File: src/rtl/uart_tx.sv
// Byte-wide UART transmitter: start bit, 8 data bits LSB first, optional parity, 1 or 2 stop bits.
// Every output comes straight from a register; the FSM state is also exported for debug.
module uart_tx #(
    parameter int CLKS_PER_BIT = 434,
    parameter int STOP_BITS    = 1,
    parameter int PARITY       = 0
) (
    input  logic       clk,
    input  logic       rst,
    input  logic       TxD_start,
    input  logic [7:0] TxD_data,
    output logic       TxD,
    output logic       TxD_busy,
    output logic       TxD_done,
    output logic [2:0] o_dbg_state
);

    localparam int BW = (CLKS_PER_BIT > 1) ? $clog2(CLKS_PER_BIT) : 1;
    localparam logic [BW-1:0] BAUD_LAST = BW'(CLKS_PER_BIT - 1);
    localparam logic [BW-1:0] BAUD_PRE  = BW'(CLKS_PER_BIT - 2);
    localparam logic [BW-1:0] BAUD_ONE  = BW'(1);
    localparam logic [2:0]    STOP_LAST = 3'(STOP_BITS - 1);

    typedef enum logic [2:0] {
        S_IDLE   = 3'd0,
        S_START  = 3'd1,
        S_DATA   = 3'd2,
        S_PARITY = 3'd3,
        S_STOP   = 3'd4
    } state_t;

    state_t          r_state;
    logic [BW-1:0]   r_baud;
    logic [2:0]      r_bit;
    logic [7:0]      r_shift;
    logic            r_par;
    logic            r_txd;
    logic            r_busy;
    logic            r_done;

    state_t          w_state_nxt;
    logic [BW-1:0]   w_baud_nxt;
    logic [2:0]      w_bit_nxt;
    logic [7:0]      w_shift_nxt;
    logic            w_par_nxt;
    logic            w_txd_nxt;
    logic            w_busy_nxt;
    logic            w_done_nxt;
    logic            w_tick;

    assign w_tick = (r_baud == BAUD_LAST);

    // Next values are computed one cycle ahead so TxD/busy/done can be registered
    // without adding a cycle of latency to the frame.
    always_comb begin
        w_state_nxt = r_state;
        w_baud_nxt  = r_baud + BAUD_ONE;
        w_bit_nxt   = r_bit;
        w_shift_nxt = r_shift;
        w_par_nxt   = r_par;
        w_txd_nxt   = 1'b1;
        w_busy_nxt  = 1'b1;
        w_done_nxt  = 1'b0;

        unique case (r_state)
            S_IDLE: begin
                w_baud_nxt = '0;
                w_busy_nxt = 1'b0;
                if (TxD_start && !r_busy) begin
                    w_state_nxt = S_START;
                    w_shift_nxt = TxD_data;
                    w_par_nxt   = (PARITY == 2) ? ~^TxD_data : ^TxD_data;
                    w_txd_nxt   = 1'b0;
                    w_busy_nxt  = 1'b1;
                end
            end
            S_START: begin
                w_txd_nxt = 1'b0;
                if (w_tick) begin
                    w_state_nxt = S_DATA;
                    w_baud_nxt  = '0;
                    w_bit_nxt   = 3'd0;
                    w_txd_nxt   = r_shift[0];
                end
            end
            S_DATA: begin
                w_txd_nxt = r_shift[0];
                if (w_tick) begin
                    w_baud_nxt  = '0;
                    w_shift_nxt = {1'b0, r_shift[7:1]};
                    if (r_bit == 3'd7) begin
                        w_bit_nxt = 3'd0;
                        if (PARITY != 0) begin
                            w_state_nxt = S_PARITY;
                            w_txd_nxt   = r_par;
                        end else begin
                            w_state_nxt = S_STOP;
                            w_txd_nxt   = 1'b1;
                        end
                    end else begin
                        w_bit_nxt = r_bit + 3'd1;
                        w_txd_nxt = r_shift[1];
                    end
                end
            end
            S_PARITY: begin
                w_txd_nxt = r_par;
                if (w_tick) begin
                    w_state_nxt = S_STOP;
                    w_baud_nxt  = '0;
                    w_bit_nxt   = 3'd0;
                    w_txd_nxt   = 1'b1;
                end
            end
            S_STOP: begin
                // The bit counter is reused to count stop bits.
                if (r_bit == STOP_LAST && r_baud == BAUD_PRE) begin
                    w_done_nxt = 1'b1;
                end
                if (w_tick) begin
                    w_baud_nxt = '0;
                    if (r_bit == STOP_LAST) begin
                        w_state_nxt = S_IDLE;
                        w_bit_nxt   = 3'd0;
                        w_busy_nxt  = 1'b0;
                    end else begin
                        w_bit_nxt = r_bit + 3'd1;
                    end
                end
            end
            default: begin
                w_state_nxt = S_IDLE;
                w_baud_nxt  = '0;
                w_bit_nxt   = 3'd0;
                w_busy_nxt  = 1'b0;
            end
        endcase
    end

    always_ff @(posedge clk) begin
        if (rst) begin
            r_state <= S_IDLE;
            r_baud  <= '0;
            r_bit   <= 3'd0;
            r_shift <= 8'd0;
            r_par   <= 1'b0;
            r_txd   <= 1'b1;
            r_busy  <= 1'b0;
            r_done  <= 1'b0;
        end else begin
            r_state <= w_state_nxt;
            r_baud  <= w_baud_nxt;
            r_bit   <= w_bit_nxt;
            r_shift <= w_shift_nxt;
            r_par   <= w_par_nxt;
            r_txd   <= w_txd_nxt;
            r_busy  <= w_busy_nxt;
            r_done  <= w_done_nxt;
        end
    end

    assign TxD         = r_txd;
    assign TxD_busy    = r_busy;
    assign TxD_done    = r_done;
    assign o_dbg_state = r_state;

endmodule

File: config.mk
export PLATFORM = sky130hd
export DESIGN_NAME = uart_tx
export DESIGN_NICKNAME = d
export VERILOG_FILES = /design/src/rtl/uart_tx.sv
export SDC_FILE = /design/constraint.sdc
export NUM_CORES = 1
export LEC_CHECK = 0
export ABC_AREA = 1
export CORE_ASPECT_RATIO = 1.25
export CORE_MARGIN = 4
export CORE_UTILIZATION = 50
export CTS_BUF_LIST = sky130_fd_sc_hd__clkbuf_16
export CTS_CLUSTER_DIAMETER = 30
export CTS_CLUSTER_SIZE = 14
export DETAILED_ROUTE_END_ITERATION = 16
export PLACE_DENSITY = 0.84
export SYNTH_ARGS = -nofsm -noshare
export SYNTH_HDL_FRONTEND = slang
export SYNTH_SLANG_ARGS = --single-unit
File: constraint.sdc
create_clock -name clk -period 1.4 [get_ports clk]
set_clock_uncertainty 0.2 [all_clocks]
set_input_delay 0.28 -clock clk [delete_from_list [all_inputs] [get_ports clk]]
set_output_delay 0.28 -clock clk [all_outputs]
set_load 0.01 [all_outputs]
==> metrics, run 1 <==
Leak 1.22 nW; Ys Warns 0; cts bufs inserted 3; CP top delay family simple AND/OR/NAND/NOR gates; Critical Path RT 1370 ps; placed inst area 2040 um2; commonest non-fill, non-tap cell in the layout nand2_1; io pins 17; synthesis-stage register bit count 27; Clock Sink Count 27; vias in the first global route 1812; fin crit share 1.20; 1st-iter DRT viols 134; H-tree levels 1; Gate power share 0.546; layout cell share with drive strength beyond 1 0.460; most frequent cells in the layout nand2_1 (51), buf_4 (34), nor2_1 (21); ys flop type dfxtp_1; Placeable Area 3000 um2; clock slew seen by the registers of the worst setup and hold paths 60 ps; crit-path max FO 8; sequential area share after synthesis 0.339; clock network power share 0.163; EDFF count, synth 0; # rows 22; Clock Path Buffers 2; drt drc 0; Hold Vio Cnt, Final 0; fin worst setup slack -286 ps; via total after detailed routing 1800; Bufs and invs on worst path 2; Post-DP HPWL 2730 um; nature of the critical path endpoint flip-flop; Mean Syn Cell Area 6.94 um2; internal power 0.00221 W; global-route wire length before repair 7940 um; PwrDens 1570 nW/um2; drt pass-1 iters 4; initial antenna violation count 0; hold slack 275 ps; Sequential Power Share 0.291; GRT Total Usage 0.248; Initial Utilization 0.532; Worst path max stage delay 390 ps; status complete, but fails checks; Final Cell Area 2600 um2; GR Overflow Total 0; sequence of cells on the critical path inv_2 > nor2_4 > nand2_4 > nand2_4 > nand2_8 > clkinv_8 > nor2_2 > nor2_1; CTS Root Cell clkbuf_16; RSZ-0062 raised after global routing yes; Die ar. 4160 um2; Port Buffers 16; vias per std cell 5.57; f_max 593 MHz; sw power 0.00187 W; nets 305; Min Clock Period, post-route 1690 ps; Die Height 71.2 um; worst hold path startpoint r_baud[0]; area grow syn2layout 63.2%; post-synthesis async set-or-reset flop share 0; worst vdd ir 1.51 mV; CTS tree yes; failing checks negative setup slack; CP arrival 1650 ps; post-synthesis cell count 230; Worst-Margin Slew 312 ps; min-delay worst type flip-flop to flip-flop; largest net degree at the start of global routing 15; slowest CP cell dfxtp_4; max-slew violation count 0; critical path startpoint o_dbg_state[1]; Yosys cell types 32; slew margin rel. 0.790; CP Launch Type flip-flop; antenna cell count 0; Netlist Area Pre-Place 1600 um2; Skew-Pair Late Insertion Delay 270 ps; DRT Wirelength 5940 um; Sw Ratio 0.459; WL/cell 18.4 um; Final ANT Viol Nets 0; CP dominant cell by count nand2_4; Synthesized Nets 247; Final setup viols 26; worst flop-to-flop path startpoint o_dbg_state[1]; Final GP Congestion 0.813; Max-Cap Viols 0; Die W 58.5 um; CP Class flip-flop to flip-flop
==> power by group through the flow <==
stage | sequential, W | combinational [W] | clock (W)
2_1_floorplan | 0.00108 | 0.000955 | 0
6_report | 0.00119 | 0.00223 | 0.000666
3_3_place_gp | 0.00109 | 0.00138 | 0
4_1_cts | 0.00112 | 0.00166 | 0.000655
3_5_place_dp | 0.00109 | 0.00141 | 0
5_1_grt | 0.00120 | 0.00238 | 0.000692
==> sequential cells by signal, summed over array words and instances (netlist names) <==
name	cells
o_dbg_state	3
r_bit	3
r_baud	9
r_par	1
TxD_busy	1
TxD	1
TxD_done	1
r_shift	8
==> synth_stat cells, types with 2 or more instances <==
cell type  instances  area share
a21oi_1            4       0.013
a21oi_2            2       0.011
dfxtp_1           27        0.34
ha_1               6       0.047
inv_1             25       0.059
inv_2              5       0.012
nand2_1           62        0.15
nand2_2            5       0.020
nand2_4            5       0.035
nand3_1            9       0.028
nand4_1            4       0.016
nor2_1            32       0.075
nor2_2             2      0.0078
nor2_4             3       0.021
nor3_1             3      0.0094
nor3_2             2       0.013
o21ai_0            6       0.019
o21ai_1            7       0.022
xnor2_1            3       0.016
xor2_1             6       0.033
==> per-stage QoR <==
stage               worst slack (ps)  instances   util  setup TNS, ps  power, W
detailed placement              -258        311  0.680          -4770   0.00250
CTS                             -183        320  0.783          -3040   0.00344
global placement                -234        311  0.680          -4220   0.00246
floorplan                      -12.2        230      -          -85.7   0.00203
global route                    -370        323  0.868          -5150   0.00427
finish                          -286        323  0.868          -3410   0.00408
==> worst paths after layout <==
check,end,slack (ps),depth (start not counted)
worst min-delay path,r_baud[0],280,1
worst min register to register,r_baud[0],280,1
worst max-delay path,r_shift[1],-290,8
worst max register to register,r_shift[1],-290,8
==> area by class of cell <==
type	instances	area [um2]
inverters	32	150
flip-flops and latches	27	563
clock inverters	1	3.75
clock buffers	3	75.1
well taps	36	45.0
repair buffers	55	487
fillers	152	397
multi-input cells	169	1280
==> cell families (layout without fill, tap and decap cells) <==
group / Yosys count / count (layout) / synth area share
compound gates: 23 / 23 / 0.0824
xor+xnor: 9 / 9 / 0.0494
flops: 27 / 27 / 0.339
simple gates: 130 / 131 / 0.392
fa+ha+maj: 6 / 6 / 0.0471
buf+inv: 35 / 91 / 0.0902
==> routing by layer <==
| layer | up-vias | routed length, um | track usage |
|---|---|---|---|
| met5 | - | 0 | 0 |
| met4 | 0 | 347 | 0.175 |
| met3 | 35 | 250 | 0.0383 |
| met2 | 67 | 3250 | 0.455 |
| met1 | 863 | 2090 | 0.242 |
| li1 | 835 | - | - |
==> repair_timing <==
action / 4_1_cts / 5_1_grt
hold buffers: 0 / 0
setup buffers: 5 / 3
pin swaps: 25 / 22
endpoints found under the setup margin: 31 / 29
gates resized for setup: 62 / 60
cloned: 1 / 0
No activity file was read; power rests on OpenSTA's default activity.
==> run 2: changes to the inputs <==
--- a/config.mk
+++ b/config.mk
@@ -5,13 +5,11 @@
 export SDC_FILE = /design/constraint.sdc
 export NUM_CORES = 1
 export LEC_CHECK = 0
-export ABC_AREA = 1
 export CORE_ASPECT_RATIO = 1.25
 export CORE_MARGIN = 4
 export CORE_UTILIZATION = 50
 export CTS_BUF_LIST = sky130_fd_sc_hd__clkbuf_16
 export CTS_CLUSTER_DIAMETER = 30
-export CTS_CLUSTER_SIZE = 14
 export DETAILED_ROUTE_END_ITERATION = 16
 export PLACE_DENSITY = 0.84
 export SYNTH_ARGS = -nofsm -noshare
==> constraint.sdc (replaced) <==
create_clock -name clk -period 1.4 [get_ports clk]
set_clock_uncertainty 0.2 [all_clocks]
set_input_delay 0.21 -clock clk [delete_from_list [all_inputs] [get_ports clk]]
set_output_delay 0.21 -clock clk [all_outputs]
set_load 0.01 [all_outputs]
==> run 2 against run 1 <==
Compared with the run above:
- the flow still finishes with violations (negative setup slack)
- cell count shrank 17%
- area after synthesis shrank 4.7%
- wire length shrank 17%
- first-iteration DRC count shrank 50%
- hold slack gained 44 ps
- setup slack lost 220 ps
- sequential cell count is the same
- clock power is essentially flat
- clock-buffer cell count is the same
- critical path type unchanged
- critical endpoint is now r_bit[2]
- largest power group is now sequential cells
==> metrics, run 2 <==
Final setup viols 28 (+7.7%); worst vdd ir 0.805 mV (-47%); layout cell share with drive strength beyond 1 0.424 (-0.0357); Clock Sink Count 27 (unchanged); Skew-Pair Late Insertion Delay 270 ps (about the same); global-route wire length before repair 7970 um (+0.43%); CTS Root Cell clkbuf_16; final setup TNS -9550 ps (-6150 ps); Gate power share 0.212 (-0.334); 1st-iter DRT viols 67 (-50%); # placed instances 258 (-17%); Yosys cell types 46 (+44%); synthesis-stage register bit count 27 (unchanged); nets 249 (-18%); WHS Path Cells 2 (+1); placed inst area 2100 um2 (+3.1%); commonest non-fill, non-tap cell in the layout buf_4; clock slew seen by the registers of the worst setup and hold paths 80 ps (+20 ps); Placeable Area 2920 um2 (-2.8%); EDFF count, synth 0 (unchanged); crit-path max FO 5 (-3); GRT Total Usage 0.250 (+0.00201); register area 551 um2 (-2.2%); Ys Warns 0 (unchanged); f_max 526 MHz (-11%); Clock Path Buffers 2 (unchanged); status complete, but fails checks; internal power 0.00141 W (-36%); biggest regs r_baud (9), r_shift (8); Final ANT Viol Nets 0 (unchanged); CP top delay family simple AND/OR/NAND/NOR gates; max-slew violation count 0 (unchanged); CTS tree yes; nature of the critical path endpoint flip-flop; Levels on crit path 5 (-3); most flop-heavy register r_baud; met3 Usage GRT 0.0335 (-0.00480); commonest cells in the netlist dfxtp_1 (27), nor3_1 (18), nor2_1 (13); area of the multi-input gates 1080 um2 (-16%); antenna cell count 0 (unchanged); io pins 17 (unchanged); R2R cell count 5 (-3); WL/cell 18.6 um (+0.86%); Initial Utilization 0.521 (-0.0107); RSZ-0062 raised after global routing yes; drt pass-1 iters 4 (unchanged); DRT Wirelength 4960 um (-17%); Worst-Margin Slew 322 ps (+9.62 ps); GR met1 Demand/Resource 0.295 (+0.0529); CP Class flip-flop to flip-flop; Die ar. 3990 um2 (-4.1%); Port Buffers 16 (unchanged); post-synthesis cell count 170 (-26%); vias per std cell 5.97 (+7.2%); post-synthesis async set-or-reset flop share 0 (unchanged); Critical Path RT 1410 ps (+40 ps); initial antenna violation count 0 (unchanged); slowest CP cell or4b_4; Die W 57.3 um (-2.1%); Area contributors post-synth dfxtp_1 (36%), xnor2_1 (6.9%), nor3_1 (5.9%), ha_1 (4.9%), a221oi_1 (4.0%); vias in the first global route 1631 (-10%); Bufs and invs on worst path 1 (-1); failing checks negative setup slack; Tot Pwr 0.00191 W (-53%); Synthesized Nets 187 (-24%); Mean Syn Cell Area 8.94 um2 (+29%); Leak 0.934 nW (-23%); Netlist Area Pre-Place 1520 um2 (-4.7%); Hold-fix buffers, CTS 0 (unchanged); # rows 22 (unchanged); Max-Cap Viols 0 (unchanged); Min Clock Period, post-route 1900 ps (+216 ps); drt drc 0 (unchanged); GR Overflow Total 0 (unchanged); most frequent cells in the layout buf_4 (37), dfxtp_1 (21), nor3_1 (15); fin crit share 1.36 (+0.154); Final GP Congestion 0.840 (+3.3%); clock network power share 0.350 (+0.187); met2 usage 0.457 (+0.00277); CP Launch Type flip-flop; Die Height 69.7 um (-2.1%); sequence of cells on the critical path or4b_4 > o41ai_4 > buf_4 > nand4_1 > a21oi_2; top-area cell type share of the netlist area 0.356 (+0.0167); fin worst setup slack -502 ps (-216 ps); cts bufs inserted 3 (unchanged); ys flop type dfxtp_1; CP arrival 1910 ps (+260 ps); max reg flops 9 (unchanged); via total after detailed routing 1595 (-11%); most used routing layer met2; sw power 0.000503 W (-73%); largest net degree at the start of global routing 16 (+1); H-tree levels 1 (unchanged); Synth area leader dfxtp_1; Post-Place Setup Slack -525 ps (-267 ps); Hold Vio Cnt, Final 0 (unchanged); Final Cell Area 2380 um2 (-8.5%); Worst path max stage delay 620 ps (+230 ps); Sw Ratio 0.263 (-0.196); min-delay worst type flip-flop to flip-flop; PwrDens 803 nW/um2 (-49%); most common cell in the netlist dfxtp_1; Post-Layout Cell Count 267 (-17%); Post-DP HPWL 2890 um (+5.9%); slew margin rel. 0.785 (-0.00525); area grow syn2layout 56.7%; filler cell count 166 (+9.2%); sequential area share after synthesis 0.356 (+0.0167); Sequential Power Share 0.439 (+0.148)
-- run 2: cell types whose count changed after synthesis, sizes merged, moves of 5 or more --
cell	delta
nand2	-67
a221oi	+7
xnor2	+9
nand2b	+5
inv	-23
o21ai	-11
nor2	-24
and2	+8
nor3	+15
-- run 2: repair_timing --
| item | in CTS | in global routing |
|---|---|---|
| pin swaps | 11 | 5 |
| setup endpoints to repair | 33 | 29 |
| gates cloned | 1 | 0 |
| resized for setup | 36 | 16 |
| setup buffers | 3 | 1 |
| endpoints found under the hold margin | 0 | 0 |
-- run 2: cells by family after synthesis --
kind of cell	after synthesis	share of synthesized area
XOR/XNOR	15	0.0864
flip-flops	27	0.356
AO/OA/AOI/OAI	26	0.143
buffers and inverters	16	0.0436
multiplexers	2	0.0132
AND/OR/NAND/NOR	78	0.309
adder cells (fa/ha/maj)	6	0.0494
-- run 2: area by class of cell --
type / instances / area share
Tap cell: 36 / 0.0189
Clock inverter: 1 / 0.00210
Multi-Input combinational cell: 127 / 0.453
Clock buffer: 3 / 0.0315
Sequential cell: 27 / 0.231
Timing Repair Buffer: 65 / 0.251
Inverter: 8 / 0.0126
-- run 2: power by group through the flow --
stage          Clock (W)  Combinational (W)  Sequential [W]
4_1_cts         0.000661           0.000376        0.000832
3_3_place_gp           0           0.000317        0.000846
2_1_floorplan          0           0.000176        0.000849
3_5_place_dp           0           0.000331        0.000849
5_1_grt         0.000707           0.000435        0.000841
6_report        0.000669           0.000405        0.000839
-- run 2: worst paths after layout --
path | start | end | slack [ps]
setup / recovery | r_baud[2] | r_bit[2] | -500
hold / removal | r_bit[1] | r_bit[1] | 320
hold reg to reg | r_bit[1] | r_bit[1] | 320
setup reg to reg | r_baud[2] | r_bit[2] | -500
-- run 2: layer usage --
layer,share of wire,vias to the layer above
li1,-,736
met1,0.39,787
met2,0.54,52
met3,0.036,20
met4,0.034,0
met5,0,-
-- run 2: stage by stage --
step / utilization / hold WS [ps]
final: 0.816 / 319
after global routing: 0.816 / 337
after CTS: 0.792 / 297
after detailed placement: 0.720 / 286
after global placement: 0.720 / 273
after floorplan: - / 162
-- run 2: tightest hold or removal path, cell delays in order (launching register included) --
cell and delay [ps]:
dfxtp_2 340, nand2b_1 80, mux2i_1 60
